[src/rtl/ssp_tx_serializer.sv]
// ssp_tx_serializer
// Pops words from the TX FIFO and sends them MSB-first in TI synchronous
// serial format: a one-bit-period frame pulse followed by WORD_SIZE data bits.
// Consecutive words chain with no idle gap while the FIFO stays non-empty.
// WORD_SIZE must be at least 2, because the next word is fetched on the tick
// that puts the LSB on the line.
module ssp_tx_serializer #(
   parameter int WORD_SIZE = 8
) (
   input  logic                 PCLK,
   input  logic                 CLEAR_B,
   input  logic [WORD_SIZE-1:0] TXDATA,
   input  logic                 FIFOEMPTY,
   output logic                 read,
   output logic                 SSPCLKOUT,
   output logic                 SSPFSSOUT,
   output logic                 SSPTXD,
   output logic                 SSPOE_B,
   output logic                 TX_BUSY
);

   localparam int              CW       = (WORD_SIZE > 1) ? $clog2(WORD_SIZE) : 1;
   localparam logic [CW-1:0]   CNT_TOP  = CW'(WORD_SIZE - 1);
   localparam logic [CW-1:0]   CNT_ONE  = CW'(1);
   localparam logic [CW-1:0]   CNT_ZERO = CW'(0);

   typedef enum logic [1:0] {
      ST_IDLE  = 2'd0,
      ST_FRAME = 2'd1,
      ST_SHIFT = 2'd2
   } state_t;

   state_t                r_state;
   logic [WORD_SIZE-1:0]  r_shift;
   logic [CW-1:0]         r_cnt;
   logic                  r_sclk;
   logic                  r_txd;
   logic                  r_fss;
   logic                  r_oe_b;
   logic                  r_read;
   logic                  r_busy;

   logic                  w_tick;
   logic                  w_next_bit;

   // A tick is the PCLK edge on which the serial clock rises.
   assign w_tick = ~r_sclk;

   // Bit that follows the one currently on SSPTXD; the shift register is
   // never shifted, the counter selects the bit instead.
   always_comb begin
      w_next_bit = 1'b0;
      if (r_cnt != CNT_ZERO) begin
         w_next_bit = r_shift[r_cnt - CNT_ONE];
      end else begin
         w_next_bit = 1'b0;
      end
   end

   // Serial clock: free-running PCLK/2 toggle register.
   always_ff @(posedge PCLK or negedge CLEAR_B) begin
      if (!CLEAR_B) begin
         r_sclk <= 1'b0;
      end else begin
         r_sclk <= ~r_sclk;
      end
   end

   // Framing FSM: loads words, drives frame pulse, data, enable and pop strobe.
   always_ff @(posedge PCLK or negedge CLEAR_B) begin
      if (!CLEAR_B) begin
         r_state <= ST_IDLE;
         r_shift <= '0;
         r_cnt   <= CNT_ZERO;
         r_txd   <= 1'b0;
         r_fss   <= 1'b0;
         r_oe_b  <= 1'b1;
         r_read  <= 1'b0;
         r_busy  <= 1'b0;
      end else begin
         // pop strobe lasts exactly one PCLK
         r_read <= 1'b0;
         if (w_tick) begin
            case (r_state)
               ST_IDLE: begin
                  if (!FIFOEMPTY) begin
                     r_shift <= TXDATA;
                     r_fss   <= 1'b1;
                     r_oe_b  <= 1'b0;
                     r_read  <= 1'b1;
                     r_busy  <= 1'b1;
                     r_state <= ST_FRAME;
                  end
               end
               ST_FRAME: begin
                  r_fss   <= 1'b0;
                  r_txd   <= r_shift[WORD_SIZE-1];
                  r_cnt   <= CNT_TOP;
                  r_state <= ST_SHIFT;
               end
               ST_SHIFT: begin
                  if (r_cnt != CNT_ZERO) begin
                     r_txd <= w_next_bit;
                     r_cnt <= r_cnt - CNT_ONE;
                     // LSB goes out now; fetch the next word in parallel
                     if ((r_cnt == CNT_ONE) && !FIFOEMPTY) begin
                        r_shift <= TXDATA;
                        r_fss   <= 1'b1;
                        r_read  <= 1'b1;
                     end
                  end else if (r_fss) begin
                     // next word already loaded: its MSB follows directly
                     r_fss <= 1'b0;
                     r_txd <= r_shift[WORD_SIZE-1];
                     r_cnt <= CNT_TOP;
                  end else begin
                     r_txd   <= 1'b0;
                     r_oe_b  <= 1'b1;
                     r_busy  <= 1'b0;
                     r_state <= ST_IDLE;
                  end
               end
               default: begin
                  r_fss   <= 1'b0;
                  r_txd   <= 1'b0;
                  r_oe_b  <= 1'b1;
                  r_busy  <= 1'b0;
                  r_state <= ST_IDLE;
               end
            endcase
         end
      end
   end

   assign read      = r_read;
   assign SSPCLKOUT = r_sclk;
   assign SSPFSSOUT = r_fss;
   assign SSPTXD    = r_txd;
   assign SSPOE_B   = r_oe_b;
   assign TX_BUSY   = r_busy;

endmodule

[config.mk]
export PLATFORM = sky130hd
export DESIGN_NAME = ssp_tx_serializer
export DESIGN_NICKNAME = d
export VERILOG_FILES = /design/src/rtl/ssp_tx_serializer.sv
export SDC_FILE = /design/constraint.sdc
export NUM_CORES = 1
export LEC_CHECK = 0
export ABC_AREA = 0
export BUFFER_PORTS_ARGS = -buffer_cell sky130_fd_sc_hd__buf_2
export CORE_UTILIZATION = 45
export DETAILED_ROUTE_END_ITERATION = 6
export GPL_ROUTABILITY_DRIVEN = 0
export PLACE_DENSITY = 0.71
export SYNTH_ARGS = -nofsm -noshare
export SYNTH_HDL_FRONTEND = slang
export SYNTH_SLANG_ARGS = --single-unit
[constraint.sdc]
create_clock -name PCLK -period 2.2 [get_ports PCLK]
set_input_delay 0.22 -clock PCLK [delete_from_list [all_inputs] [get_ports PCLK]]
set_output_delay 0.22 -clock PCLK [all_outputs]
set_load 0.05 [all_outputs]
==> results.yml <==
routing:
  drtPass1Iterations: 4
  drc: 0
  drt_iter0_markers: 10
  via_per_inst: 5.31
  totalWireLength_mm: 1.76
  antenna_left: 0
  wl_per_cell_um: 13.4
  vias: 696
pwr:
  switching_share: 0.407
  combPwrFrac: 0.429
  pwr-share-clk: 0.127
  p_switching_uw: 561
  leakage_nw: 0.523
  power_frac_seq: 0.444
  internal_power_uw: 816
  power_density_nw_per_um2: 1210
  ir_drop_v: 0.000959
clocking:
  cts_tree: "done"
  clock_sinks: 19
  clk_latency_ps: 290
  clkSlewWorstSetupHoldPaths_ps: 110
  cts_root_buffer: "clkbuf_4"
  clockBufferDepth: 2
  cts_htree_levels: 1
  hold_buffers: 1
  cts-resized-gates: 0
  cts_setup_buffers: 0
  cts_buffers: 3
logic_synthesis:
  yosys.area.top_type: "dfrtp_1"
  synth_edf_count: 0
  ys_ff_latch: 19
  synthFlopType: "dfrtp_1"
  yosys_warnings: 0
  syn_avg_cell_area_um2: 11.7
  async_reset_ff_frac: 1.00
  netlist_top_cells_area: "dfrtp_1 (45%), mux2_2 (10%), ha_1 (7.5%)"
  syn_nets: 102
  syn_inst: 85
  ys_types: 34
  synth_area_um2: 998
  ys_seq_area_frac: 0.477
  synth_top_area_frac: 0.451
placement:
  port_buffers: 16
  dp_hpwl_mm: 1.36
  detailedPlace.worstSlack_ps: 351
worst_setup_path:
  r2r_setup_slack_ps: 330
  reg2reg_depth: 6
  cp-end-kind: "flop"
  setup.worst_path.start_class: "flop"
  reg2reg_from: "r_cnt[0]$_DFFE_PN0P_"
  r2r-end: "SSPTXD$_DFFE_PN0P_"
  critical_path_class: "flop to flop"
  path_cells: "inv_1 > ha_1 > mux4_2 > nand4_1 > and3_1 > o21ai_1"
  crit_path_top_delay_cell: "mux4_2"
  worstPathMaxFanout: 6
  path_delay_family: "multiplexers"
  crit_arrival_ps: 2050
  path_buf_inv: 1
  required_ps: 2380
  max_stage_delay_ps: 520
timing:
  finalMaxSlewViolations: 0
  hold_viol_final: 0
  worst_pin_slew_ps: 430
  grt_setup_unrepaired: "no"
  setup_viol: 0
  worst_slack_ps: 332
  final.period_utilization: 0.849
  timing.slew.headroom: 0.713
  fin_crit_ps: 1870
  finClkSkew_ps: 1.11
  fin_tns_setup_ps: 0
  max_freq_mhz: 535
run:
  max_cap_violations: 0
floorplanning:
  die_area_um2: 2410
  start_util: 0.494
  die_height_um: 49.1
  pin_count: 17
  std_cell_rows: 16
  die_w_um: 49.1
  core-area_um2: 2020
run_status:
  status: "completed"
worst_hold_path:
  holdPathEnd: "r_shift[0]$_DFFE_PN0P_"
  hp-start: "TXDATA[0]"
  hold_depth: 2
  hold_class: "primary input to flop"
global_route:
  gr-total-overflow: 0
  grt_start_max_net_pins: 20
  grt_pass1_vias: 667
  grt_pass1_wl_mm: 2.97
  antenna_found_initial: 0
  grt_usage: 0.160
finish:
  drive_above_1_share: 0.346
  nets: 122
  area_growth_pct: 14.3
  antennaDiodeCount: 0
  fillers: 183
## through the flow
step | utilization | area, um2 | power [mW] | cells | hold WS (ps)
6_report | 0.564 | 1140 | 1.38 | 131 | 147
5_1_grt | 0.564 | 1140 | 1.46 | 131 | 127
4_1_cts | 0.564 | 1140 | 1.38 | 131 | 142
3_5_place_dp | 0.546 | 1100 | 1.21 | 126 | 184
3_3_place_gp | 0.546 | 1100 | 1.19 | 126 | 177
2_1_floorplan | - | 998 | 1.07 | 85 | -75.6
## registers in the layout, summed over array words and instances, names as in the netlist
name,cells
TX_BUSY,1
SSPTXD,1
read,1
r_state,2
SSPCLKOUT,1
SSPFSSOUT,1
r_cnt,3
r_shift,8
SSPOE_B,1
## how the worst max path moves through the flow
stage / cells past startpoint / slack [ps] / end / from
after global placement: 6 / 440 / SSPTXD$_DFFE_PN0P_ / r_cnt[0]$_DFFE_PN0P_
final: 6 / 330 / SSPTXD$_DFFE_PN0P_ / r_cnt[0]$_DFFE_PN0P_
after detailed placement: 6 / 350 / SSPTXD$_DFFE_PN0P_ / r_cnt[0]$_DFFE_PN0P_
after CTS: 6 / 340 / SSPTXD$_DFFE_PN0P_ / r_cnt[0]$_DFFE_PN0P_
after floorplan: 6 / 480 / SSPTXD$_DFFE_PN0P_ / r_cnt[0]$_DFFE_PN0P_
after global routing: 6 / 190 / SSPTXD$_DFFE_PN0P_ / r_cnt[0]$_DFFE_PN0P_
## layer usage
metal	vias to the layer above	track usage	wire length, um
met5	-	0	0
met1	335	0.215	823
li1	337	-	-
met3	4	0.0312	70
met4	0	0.0637	19
met2	20	0.253	841
## final cells by class
class | instances | area [um2] | area share
Clock buffer | 3 | 22.5 | 0.0197
Clock inverter | 1 | 5.00 | 0.00439
Inverter | 7 | 26.3 | 0.0230
Multi-Input combinational cell | 57 | 487 | 0.427
Sequential cell | 19 | 477 | 0.418
Tap cell | 27 | 33.8 | 0.0296
Timing Repair Buffer | 17 | 90.1 | 0.0789
## cell families after synthesis
logic type	count (synthesis)	synth area share
muxes	11	0.147
DFF	19	0.477
and+or+nand+nor	22	0.129
buffers and inverters	9	0.0351
AOI/OAI and AO/OA	17	0.128
adders and majority gates	6	0.0752
xor gates and xnor gates	1	0.00877
## cell usage after synthesis (all sizes together) (2+ instances only)
library cell / n
a21oi: 2
clkbuf: 2
dfrtp: 18
ha: 6
inv: 7
mux2: 9
mux4: 2
nand2: 2
nand2b: 3
nand3: 2
nor2: 6
o21a: 2
o21ai: 7
## power groups by stage
stage	Combinational [mW]	Sequential, mW	Clock [mW]
floorplan	0.336	0.729	0
global route	0.629	0.630	0.202
detailed placement	0.588	0.619	0
CTS	0.591	0.612	0.180
global placement	0.578	0.613	0
finish	0.590	0.612	0.174
## layout by cell type, fill, tap and decap left out, types with 2 or more instances in the layout
| master | count |
|---|---|
| nand2_1 | 2 |
| a21oi_1 | 2 |
| o21ai_1 | 2 |
| mux4_2 | 2 |
| nand3_1 | 2 |
| mux2_2 | 9 |
| o21a_1 | 2 |
| inv_1 | 7 |
| dfrtp_1 | 18 |
| ha_1 | 6 |
| clkbuf_4 | 3 |
| nand2b_1 | 3 |
| buf_2 | 16 |
| nor2_1 | 6 |
| o21ai_0 | 3 |
Note: power is estimated with default switching activity, not from simulation.
